**src/rtl/march_cm_ctrl.sv**
```systemverilog
// March C- MBIST controller: sequences six March elements on a single-port memory with
// one-cycle read latency and reports pass/fail. Optional macro: MBIST_STOP_ON_FAIL_EN.
module march_cm_ctrl #(
  parameter int DATA_WIDTH = 8,
  parameter int ADDR_WIDTH = 4,
  parameter int CAPACITY   = 15,
  parameter int CNT_WIDTH  = 8
) (
  input  logic                  clk,
  input  logic                  rst_n,
  input  logic                  start,
  output logic                  busy,
  output logic                  done,
  output logic                  pass,
  output logic [CNT_WIDTH-1:0]  fail_count,
  output logic [ADDR_WIDTH-1:0] fail_addr,
  output logic [2:0]            fail_elem,
  output logic                  write_read,
  output logic [ADDR_WIDTH-1:0] address,
  output logic [DATA_WIDTH-1:0] wdata,
  input  logic [DATA_WIDTH-1:0] rdata
);

  typedef enum logic [1:0] {IDLE, RUN, DRAIN, DONE} state_t;

  localparam logic [ADDR_WIDTH-1:0] LAST_ADDR = ADDR_WIDTH'(CAPACITY);
  localparam logic [ADDR_WIDTH-1:0] ADDR_ONE  = ADDR_WIDTH'(1);
  localparam logic [CNT_WIDTH-1:0]  CNT_ONE   = CNT_WIDTH'(1);
  localparam logic [CNT_WIDTH-1:0]  CNT_MAX   = '1;

  state_t state;
  state_t state_next;

  // Operation cursor: element index, address, and read/write phase within two-op elements.
  logic [2:0]            elem;
  logic [ADDR_WIDTH-1:0] addr;
  logic                  phase;
  logic [2:0]            elem_next;
  logic [ADDR_WIDTH-1:0] addr_next;
  logic                  phase_next;

  logic two_op;
  logic descending;
  logic at_end;
  logic last_op;
  logic is_write;
  logic op_en;
  logic stop_hit;
  logic mismatch;
  logic accept;

  logic                  cmp_valid;
  logic [DATA_WIDTH-1:0] cmp_exp;
  logic [ADDR_WIDTH-1:0] cmp_addr;
  logic [2:0]            cmp_elem;
  logic                  pass_q;

  assign accept = (state == IDLE) && start;

  always_comb begin
    two_op     = (elem >= 3'd1) && (elem <= 3'd4);
    descending = (elem == 3'd3) || (elem == 3'd4);
    at_end     = descending ? (addr == '0) : (addr == LAST_ADDR);
    last_op    = (elem == 3'd5) && (addr == LAST_ADDR);
    if (elem == 3'd0)      is_write = 1'b1;
    else if (elem == 3'd5) is_write = 1'b0;
    else                   is_write = phase;
  end

  // Cursor advance for the next cycle; descending elements E3/E4 start at the top address.
  always_comb begin
    elem_next  = elem;
    addr_next  = addr;
    phase_next = phase;
    if (two_op && !phase) begin
      phase_next = 1'b1;
    end else begin
      phase_next = 1'b0;
      if (at_end) begin
        if (elem != 3'd5) begin
          elem_next = elem + 3'd1;
          addr_next = ((elem_next == 3'd3) || (elem_next == 3'd4)) ? LAST_ADDR : '0;
        end
      end else begin
        addr_next = descending ? (addr - ADDR_ONE) : (addr + ADDR_ONE);
      end
    end
  end

  assign mismatch = cmp_valid && (rdata != cmp_exp);

`ifdef MBIST_STOP_ON_FAIL_EN
  assign stop_hit = mismatch && (state == RUN);
`else
  assign stop_hit = 1'b0;
`endif

  assign op_en = (state == RUN) && !stop_hit;

  // State register
  always_ff @(posedge clk or negedge rst_n) begin
    if (!rst_n) state <= IDLE;
    else        state <= state_next;
  end

  // Next-state logic
  always_comb begin
    state_next = state;
    case (state)
      IDLE:    if (start) state_next = RUN;
      RUN: begin
        if (stop_hit)     state_next = DONE;
        else if (last_op) state_next = DRAIN;
      end
      DRAIN:   state_next = DONE;
      DONE:    state_next = IDLE;
      default: state_next = IDLE;
    endcase
  end

  // Output logic
  always_comb begin
    busy       = (state == RUN) || (state == DRAIN);
    done       = (state == DONE);
    write_read = op_en && is_write;
    address    = addr;
    wdata      = {DATA_WIDTH{(elem == 3'd1) || (elem == 3'd3)}};
    pass       = (state == DONE) ? (fail_count == '0) : pass_q;
  end

  // The cursor freezes on the last E5 read so address holds through DRAIN and IDLE.
  always_ff @(posedge clk or negedge rst_n) begin
    if (!rst_n) begin
      elem  <= '0;
      addr  <= '0;
      phase <= 1'b0;
    end else if (accept) begin
      elem  <= '0;
      addr  <= '0;
      phase <= 1'b0;
    end else if (op_en && !last_op) begin
      elem  <= elem_next;
      addr  <= addr_next;
      phase <= phase_next;
    end
  end

  always_ff @(posedge clk or negedge rst_n) begin
    if (!rst_n) begin
      cmp_valid <= 1'b0;
      cmp_exp   <= '0;
      cmp_addr  <= '0;
      cmp_elem  <= '0;
    end else begin
      cmp_valid <= op_en && !is_write;
      cmp_exp   <= {DATA_WIDTH{(elem == 3'd2) || (elem == 3'd4)}};
      cmp_addr  <= addr;
      cmp_elem  <= elem;
    end
  end

  always_ff @(posedge clk or negedge rst_n) begin
    if (!rst_n) begin
      fail_count <= '0;
      fail_addr  <= '0;
      fail_elem  <= '0;
    end else if (accept) begin
      fail_count <= '0;
      fail_addr  <= '0;
      fail_elem  <= '0;
    end else if (mismatch) begin
      if (fail_count != CNT_MAX) fail_count <= fail_count + CNT_ONE;
      if (fail_count == '0) begin
        fail_addr <= cmp_addr;
        fail_elem <= cmp_elem;
      end
    end
  end

  always_ff @(posedge clk or negedge rst_n) begin
    if (!rst_n)              pass_q <= 1'b0;
    else if (state == DONE)  pass_q <= (fail_count == '0);
    else if (accept)         pass_q <= 1'b0;
  end

endmodule

```
**config.mk**
```make
export PLATFORM = sky130hd
export DESIGN_NAME = march_cm_ctrl
export DESIGN_NICKNAME = d
export VERILOG_FILES = /design/src/rtl/march_cm_ctrl.sv
export SDC_FILE = /design/constraint.sdc
export NUM_CORES = 1
export LEC_CHECK = 0
export CORE_MARGIN = 1
export CORE_UTILIZATION = 48
export CTS_BUF_LIST = sky130_fd_sc_hd__clkbuf_8
export CTS_CLUSTER_SIZE = 30
export DETAILED_ROUTE_END_ITERATION = 8
export HOLD_SLACK_MARGIN = 0.05
export PLACE_DENSITY = 0.85
export SLEW_MARGIN = 20
export SYNTH_ARGS = -nofsm -noshare
export SYNTH_HDL_FRONTEND = slang
export SYNTH_SLANG_ARGS = --single-unit
```
**constraint.sdc**
```tcl
create_clock -name clk -period 2.1 [get_ports clk]
set_input_delay 0.525 -clock clk [delete_from_list [all_inputs] [get_ports clk]]
set_output_delay 0.525 -clock clk [all_outputs]
set_load 0.01 [all_outputs]
```
Yosys cells after proc, flatten, opt, wreduce, memory -nomap -nowiden

Index checks and enable logic that the tools add are counted.

Bits in registers: 35
Output and inout port bits: 31
Input port bits: 11
Logic and storage cells: 101

Mux-type cells: 33
Eq/ne operators: 18
Add/subtract/negate cells: 4
Reduce and logical (&&, ||, !) cells: 32
Magnitude comparators: 2

Operator list:

| kind                                                | count |
|---|---|
| 2-to-1 mux 4 bit                                    | 10 |
| 2-to-1 mux 3 bit                                    | 8 |
| 2-to-1 mux 8 bit                                    | 3 |
| nonzero test 2 bit                                  | 7 |
| equality test 3 x 2 -> 1 bit, second input constant | 3 |
| equality test 3 bit, second input constant          | 3 |
| 2-to-1 mux 1 bit                                    | 9 |
| adder 8 x 1 -> 8 bit, second input constant         | 1 |
| logical AND 1 bit                                   | 8 |
| logical NOT 8 bit                                   | 1 |
| != test 8 bit                                       | 1 |
| != test 8 bit, second input constant                | 1 |
| one-hot mux 2 bit (4 select lines)                  | 1 |
| != test 2 bit, second input constant                | 3 |
| AND reduction 2 bit                                 | 3 |
| logical OR 1 bit                                    | 5 |
| adder 4 x 1 -> 4 bit, second input constant         | 1 |
| equality test 2 bit, second input constant          | 2 |
| equality test 4 bit, second input constant          | 1 |
| logical NOT 4 bit                                   | 1 |
| 2-to-1 mux 2 bit                                    | 2 |
| AND reduction 4 bit                                 | 1 |
| subtractor 4 x 1 -> 4 bit, second input constant    | 1 |
| adder 3 x 1 -> 3 bit, second input constant         | 1 |
| other kinds (10)                                    | 12 |

Longest topological paths before layout

Gate-level depths: netlist of the first run.

Depth after elaboration: 9
Depth in mapped cells: 9
Mapped depth without buffers: 9

Worst setup path before layout of the first run

Ideal clock, no wire load.

Kind: input-to-reg
Start point: input port rdata[4]
End point: register fail_count[5]
Stages on the path: 5
Data arrival time: 2037 ps
Required time: 1973 ps
Setup slack: -64 ps
Path buffers: 0
Cell sequence: or4_4 > o41ai_4 > nor3_2 > nand4_1 > mux2_1

Longest elaborated chain between the ends: 4

Ends and longest elaborated chain:

| what                                 | RTL line | source |
|---|---|---|
| start: declaration                   | 21       | `input logic [DATA_WIDTH-1:0] rdata` |
| != test 8 bit                        | 90       | `assign mismatch = cmp_valid && (rdata != cmp_exp);` |
| logical AND 1 bit                    | 90       |  |
| nonzero test 2 bit (no source line)  | n/a      |  |
| AND reduction 2 bit (no source line) | n/a      |  |
| end signal: assignment               | 172      | `if (fail_count != CNT_MAX) fail_count <= fail_count + CNT_ONE;` |
| end: declaration                     | 15       | `output logic [CNT_WIDTH-1:0] fail_count,` |

Every way passes these cells.
A chain may end at the register's enable or synchronous reset.

Worst setup path in the final report of the first run

Start point: register elem[0]
End point: register elem[1]

Longest elaborated chain between the ends: 6
Elaborated cells between the ends (all ways): 24
Classes of those cells: add/sub: 1; order compare: 2; eq/ne: 5; mux: 6; reduce/logical: 10

Ends and longest elaborated chain:

| what                                                        | RTL line | source |
|---|---|---|
| start: declaration                                          | 35       | `logic [2:0] elem;` |
| start signal: assignment                                    | 142      | `elem <= elem_next;` |
| adder 3 x 1 -> 3 bit or equality test 3 bit (tied branches) | 81, 64   |  |
| 2-to-1 mux 3 bit or logical AND 1 bit (tied branches)       | 80, 64   |  |
| 2-to-1 mux 3 bit or logical NOT 1 bit (tied branches)       | 79, 141  |  |
| 2-to-1 mux 3 bit or logical AND 1 bit (tied branches)       | 75, 141  |  |
| 2-to-1 mux 3 bit or nonzero test 2 bit (tied branches)      | n/a      |  |
| 2-to-1 mux 3 bit or AND reduction 4 bit (tied branches)     | n/a      |  |

Several ways; a longest one is shown, not always the timed one. The select of a mux whose other input is x is not followed.

==> metrics, run 1 <==
outcome=finished, final reports clean; async set or reset register ratio after synthesis=100%; std cell rows=23; share of cells above drive strength 1=31.1%; CTS Hold Bufs=0; # IOs=42; max-slew violations=0; Die ar.=approximately 4500 um^2; vias per cell=5.42; final hold slack=between 0.4 and 0.5 ns; Filler cells=244; Power Dens Cells=616 nW/um^2; WP data required=2.27 ns; footprint of the multi-input gates=1190 um^2; Cell Area, Synth=2030 um^2; switching power=0.508 mW; CP Data Arrival Time=roughly 2.3 ns; maximum clock insertion buffer count=2; most frequent cells in the layout=buf_4 (37), dfrtp_1 (33), clkdlybuf4s50_1 (25); fin nets=314; Remaining DRCs=0; kind of start point of the critical path=flop; Wirelength per Cell=15.0 um; clock power share=34.2%; Area Overhead vs Synth=49.6%; Seq/Total Area, Yosys=43.1%; Detailed Route WL=5.10 mm; CTS Root Cell=clkbuf_8; final worst path period share=99.3%; Seq cells post-synth=35; clk slew on worst S/H paths=roughly 0.07 ns; total global routing overflow=0; H-tree level count=2; CP Class=reg -> reg; GRT Util Overall=23.5%; Slew Limit Headroom=67.2%; endpoints failing setup=0; largest fanout on the critical path=4; global-route wire length before repair=7.84 mm; yosys synthesis warning count=0; vias in the first global route=1673; drt pass-1 iters=4; Worst Max-Slew Pin Slew=0.491 ns; placed cell areas=about 2700 um^2; max-cap viol count=0; VDD IR max=0.288 mV; GP Congestion=0.870; commonest non-fill, non-tap cell in the layout=buf_4; Core Area=4030 um^2; die width=67.1 um; DRT iter0 DRCs=214; ANT nets after route=0; EDFF count, synth=0; Worst-Skew Late Latency=a little under 0.3 ns; Port Buf Inserts=41; n_diodes=0; Gate power share=between 20% and 30%; crit path time final=2.09 ns; largest net degree at the start of global routing=36; Sequential Power Share=between 40 and 50%; DR vias=1837; syn avg cell area=between 9 and 10 um^2; CTS tree=built; Top FF cell, synth=dfrtp_1; cts bufs inserted=5; initial antenna violation count=0; TritonCTS sink count=35; Register Area=878 um^2; Syn Nets=approximately 240; crit path capture type=flop; Starting Density=50.5%; Gate Count Post-Synth=210; Final Skew=0.00348 ns; Netlist cell types=45; Sw Ratio=a little over a quarter; design area=just over 3000 um^2; Die Y=67.1 um; Leak=approximately 1.3 nW; final hold violation count=0; Power Internal=approximately 1.4 mW; RSZ-0062 raised after global routing=yes; HPWL after DPL=roughly 3.3 mm; highest clock rate=479 MHz; Hold Path Class=reg -> reg
==> area by class of cell <==
type	count	area share, %
multi-input cells	150	39.0
flip-flops and latches	35	28.9
repair buffers	83	24.4
clock buffers	6	2.71
well taps	50	2.06
inverters	13	1.77
clock inverters	2	1.27
==> state kept, by name, indices dropped and copies added (netlist names), 2 cells and up <==
signal      flops
cmp_addr        4
elem            3
fail_count      8
cmp_elem        3
address         4
state           2
fail_elem       3
fail_addr       4
==> per-stage QoR <==
stage	setup WS, ns	TNS [ns]	total power [mW]	cells	utilization (%)
after floorplan	-0.0643	-0.0643	0.927	210	-
after global placement	-0.362	-4.88	1.19	324	67.0
after detailed placement	-0.409	-5.63	1.21	324	67.0
after CTS	-0.0179	-0.0179	1.87	338	73.4
after global routing	-0.0722	-0.288	1.96	339	75.6
final	0.0138	0	1.88	339	75.6
==> cell usage after synthesis, types with 4 or more instances <==
master / n / share of area (%)
a21oi_1: 6 / 1.5
o21ai_0: 4 / 0.98
nand2_1: 20 / 3.7
nor2_1: 19 / 3.5
ha_1: 14 / 8.6
dfrtp_1: 35 / 43
nor3_1: 4 / 0.98
xnor2_1: 5 / 2.2
inv_1: 13 / 2.4
nand4_1: 5 / 1.5
mux2i_1: 4 / 2.0
buf_4: 7 / 2.6
nand3_1: 14 / 3.4
o21ai_1: 9 / 2.2
==> worst paths after layout <==
kind | end | depth (start not counted) | from | slack (ns)
max | elem[1] | 8 | elem[0] | 0.01
min | fail_addr[3] | 2 | cmp_addr[3] | 0.48
max reg2reg | elem[1] | 8 | elem[0] | 0.01
min reg2reg | fail_addr[3] | 2 | cmp_addr[3] | 0.48
max in group asynchronous | elem[0] | 2 | rst_n | 1.13
min in group asynchronous | fail_addr[1] | 2 | rst_n | 0.64
==> cells by family (layout without fill, tap and decap cells) <==
logic type	count (synthesis)	after routing	share of synthesized area, %
adder cells (fa/ha/maj)	15	15	9.59
AO/OA/AOI/OAI	33	33	11.0
AND/OR/NAND/NOR	88	88	23.2
flip-flops	35	35	43.1
multiplexers	9	9	4.92
buffers and inverters	25	104	6.03
XOR/XNOR	5	5	2.15
==> routing by layer <==
metal  global-route usage (%)  part of all wire, %  vias up
met5                        0                    0        -
met4                     8.51                  1.1        0
met3                     5.65                  5.2        9
met2                     39.3                   52       68
met1                     29.2                   42      878
li1                         -                    -      882
==> critical path: stages (launching register included) <==
cell and delay, ns:
dfrtp_2 0.45, buf_6 0.13, ha_4 0.14, buf_4 0.15
nor4_2 0.33, o31ai_2 0.17, nor3b_4 0.26, mux2i_1 0.25
nor2_1 0.09
==> power by group through the flow <==
stage | combinational, mW | clock, mW | sequential [mW]
floorplan | 0.0984 | 0 | 0.828
global placement | 0.426 | 0 | 0.768
detailed placement | 0.439 | 0 | 0.769
CTS | 0.452 | 0.652 | 0.763
global route | 0.506 | 0.678 | 0.771
finish | 0.468 | 0.642 | 0.766
==> timing repair <==
item	4_1_cts	5_1_grt
pin swaps	16	24
setup endpoints to repair	29	25
buffers inserted	8	1
endpoints found under the hold margin	0	0
resized for setup	36	24
(Power assumes the default switching activity.)
==> inputs of run 2 (changes only) <==
--- a/config.mk
+++ b/config.mk
@@ -6,12 +6,13 @@
 export NUM_CORES = 1
 export LEC_CHECK = 0
 export CORE_MARGIN = 1
-export CORE_UTILIZATION = 48
+export CORE_UTILIZATION = 59
 export CTS_BUF_LIST = sky130_fd_sc_hd__clkbuf_8
 export CTS_CLUSTER_SIZE = 30
 export DETAILED_ROUTE_END_ITERATION = 8
+export DONT_BUFFER_PORTS = 1
 export HOLD_SLACK_MARGIN = 0.05
-export PLACE_DENSITY = 0.85
+export PLACE_DENSITY = 0.84
 export SLEW_MARGIN = 20
 export SYNTH_ARGS = -nofsm -noshare
 export SYNTH_HDL_FRONTEND = slang
==> run 2 against run 1 <==
Against the previous run: the flow now finishes with violations (negative setup slack); sequential power barely moved; largest cell class unchanged; non-clock buffer count down 50; final area is 17% lower; worst hold slack got worse by 0.42 ns; critical path depth is 2 lower; core utilization rose by 4.6 points; count of clock-buffer cells in the layout decreased by 1; routed wire length fell by 2.9%.
==> metrics, run 2 (synthesis gave the netlist of run 1 again) <==
vias per cell=5.98 (+10%); Port Buf Inserts=0 (-100%); Slew Limit Headroom=65.2% (-2.0 points); most frequent cells in the layout=dfrtp_1 (35), buf_4 (30), nand2_1 (19); die width=60.7 um (-9.5%); GP Congestion=0.914 (+5.0%); Detailed Route WL=4.95 mm (-2.9%); fin nets=264 (-16%); RSZ-0062 raised after global routing=yes; final hold slack=0.0608 ns (-0.417 ns); CP Data Arrival Time=1.59 ns (-0.67 ns); Power Dens Cells=713 nW/um^2 (+16%); CTS Root Cell=clkbuf_8; Area Overhead vs Synth=24.2%; GR Util met2=52.0% (+13 points); total power=1.80 mW (-4.0%); DR vias=1692 (-7.9%); Crit-path slowest cell=dfrtp_1; maximum clock insertion buffer count=2 (unchanged); Die Y=60.7 um (-9.5%); DRT iter0 DRCs=101 (-53%); max-slew violations=0 (unchanged); worst r2r path cells=7 (-1); Gate power share=17.6% (-7.4 points); vias in the first global route=1721 (+2.9%); critical path endpoint=write_read; Worst-Skew Late Latency=0.29 ns (about the same); drt pass-1 iters=4 (unchanged); worst flop-to-flop path endpoint=elem[1]; Wirelength per Cell=17.5 um (+16%); Sequential Power Share=42.6% (+1.8 points); critical path startpoint=elem[0]; WP data required=1.57 ns (-0.70 ns); Hold Path Class=in -> async; clk slew on worst S/H paths=0.07 ns (about the same); met3 Use GR=6.82% (+1.2 points); endpoints failing setup=1 (+1); Sw Ratio=26.0% (-1.1 points); Final Skew=0.00467 ns (+0.00119 ns); clock power share=39.7% (+5.5 points); Power Internal=1.33 mW (-2.5%); GRT Util Overall=29.0% (+5.5 points); ANT nets after route=0 (unchanged); VDD IR max=0.904 mV (+210%); share of cells above drive strength 1=28.5% (-2.7 points); failing checks=negative setup slack; placed cell areas=2220 um^2 (-18%); worst setup margin=-0.0159 ns (-0.0296 ns); Remaining DRCs=0 (unchanged); FF-to-FF Start=elem[1]; HPWL after DPL=3.29 mm (-1.8%); Filler cells=190 (-22%); commonest non-fill, non-tap cell in the layout=dfrtp_1; CP Class=reg -> out; Core Area=3150 um^2 (-22%); Starting Density=64.5% (+14 points); initial antenna violation count=0 (unchanged); total global routing overflow=0 (unchanged); Die ar.=3690 um^2 (-18%); Top Usage Layer GRT=met2; outcome=complete, but fails checks; H-tree level count=2 (unchanged); max-cap viol count=0 (unchanged); n_diodes=0 (unchanged); highest clock rate=473 MHz (-1.4%); std cell rows=20 (-13%); met1 GRT Util=33.1% (+3.9 points); critical path depth=6 (-2); Biggest register=fail_count; max reg flops=8 (unchanged); kind of start point of the critical path=flop; final worst path period share=101% (+1.4 points); cts bufs inserted=5 (unchanged); Cell Chain, Critical Path=buf_6 -> ha_4 -> buf_6 -> nand2b_4 -> a21oi_4 -> and2_4; largest fanout on the critical path=4 (unchanged); switching power=0.468 mW (-7.9%); crit path time final=2.12 ns (+0.0296 ns); CP max stage delay=0.42 ns (-0.03 ns); cell mode on critical path=buf_6; design area=2530 um^2 (-17%); R2R setup slack=0 ns (about the same); final hold violation count=0 (unchanged); crit path capture type=output pin; Leak=1.12 nW (-17%); # IOs=42 (unchanged); CP Buf/Inv Count=2 (unchanged); global-route wire length before repair=7.70 mm (-1.8%); critical path's top delay family=flip-flops; largest net degree at the start of global routing=36 (unchanged); CTS tree=built; TritonCTS sink count=35 (unchanged); Worst Max-Slew Pin Slew=0.520 ns (+0.0290 ns)
[run 2: cell count changes in the layout (fill, tap and decap cells not counted), sizes merged]
cell and delta:
bufinv +1, clkbuf -2, buf -10, clkdlybuf4s50 -25, dlygate4sd2 -9, dlymetal6s2s -5
[run 2: power groups by stage]
| stage | sequential, mW | clock, mW | combinational (mW) |
|---|---|---|---|
| 3_3_place_gp | 0.768 | 0 | 0.272 |
| 5_1_grt | 0.774 | 0.756 | 0.345 |
| 3_5_place_dp | 0.771 | 0 | 0.287 |
| 2_1_floorplan | 0.828 | 0 | 0.0984 |
| 6_report | 0.768 | 0.715 | 0.318 |
| 4_1_cts | 0.762 | 0.722 | 0.309 |
[run 2: how the worst min path moves through the flow]
stage,startpoint,to,depth (start not counted)
CTS,rst_n,elem[0],1
floorplan,rst_n,address[0],0
global placement,rst_n,fail_count[4],0
global route,rst_n,cmp_elem[2],1
finish,rst_n,fail_count[3],1
detailed placement,rst_n,fail_count[6],0
[run 2: timing repair]
action | in CTS | in global routing
setup endpoints to repair | 10 | 7
resized for setup | 10 | 12
pin swaps | 1 | 4
buffers inserted | 1 | 4
hold endpoints to repair | 35 | 0
hold buffers | 1 | 0
[run 2: layer usage]
layer	vias to the layer above	routed length, um
met4	0	173
met1	826	1980
met5	-	0
li1	777	-
met2	71	2500
met3	18	302
[run 2: per-stage QoR]
| stage | utilization, % | cells | worst slack (ns) | setup TNS (ns) |
|---|---|---|---|---|
| after global routing | 80.1 | 283 | -0.143 | -0.591 |
| after CTS | 77.4 | 279 | 0.00256 | 0 |
| after global placement | 70.5 | 269 | 0.0729 | 0 |
| after floorplan | - | 210 | -0.0643 | -0.0643 |
| final | 80.1 | 283 | -0.0159 | -0.0159 |
| after detailed placement | 70.5 | 269 | -0.0327 | -0.0545 |
[run 2: area by class of cell]
| class | instances | area [um^2] | share of cell area (%) |
|---|---|---|---|
| clock buffer | 5 | 68.8 | 2.72 |
| sequential | 35 | 876 | 34.7 |
| tap | 44 | 55.1 | 2.18 |
| inverter | 13 | 48.8 | 1.93 |
| multi-input combinational | 150 | 1150 | 45.4 |
| timing repair buffer | 33 | 268 | 10.6 |
| clock inverter | 3 | 63.8 | 2.53 |
==> inputs of run 3 (changes only) <==
--- a/config.mk
+++ b/config.mk
@@ -6,13 +6,13 @@
 export NUM_CORES = 1
 export LEC_CHECK = 0
 export CORE_MARGIN = 1
-export CORE_UTILIZATION = 59
+export CORE_UTILIZATION = 48
 export CTS_BUF_LIST = sky130_fd_sc_hd__clkbuf_8
+export CTS_CLUSTER_DIAMETER = 120
 export CTS_CLUSTER_SIZE = 30
 export DETAILED_ROUTE_END_ITERATION = 8
-export DONT_BUFFER_PORTS = 1
 export HOLD_SLACK_MARGIN = 0.05
-export PLACE_DENSITY = 0.84
+export PLACE_DENSITY = 0.85
 export SLEW_MARGIN = 20
 export SYNTH_ARGS = -nofsm -noshare
 export SYNTH_HDL_FRONTEND = slang
==> results of run 3 <==
No change in the layout: final DEF, timing and power equal those of run 1.
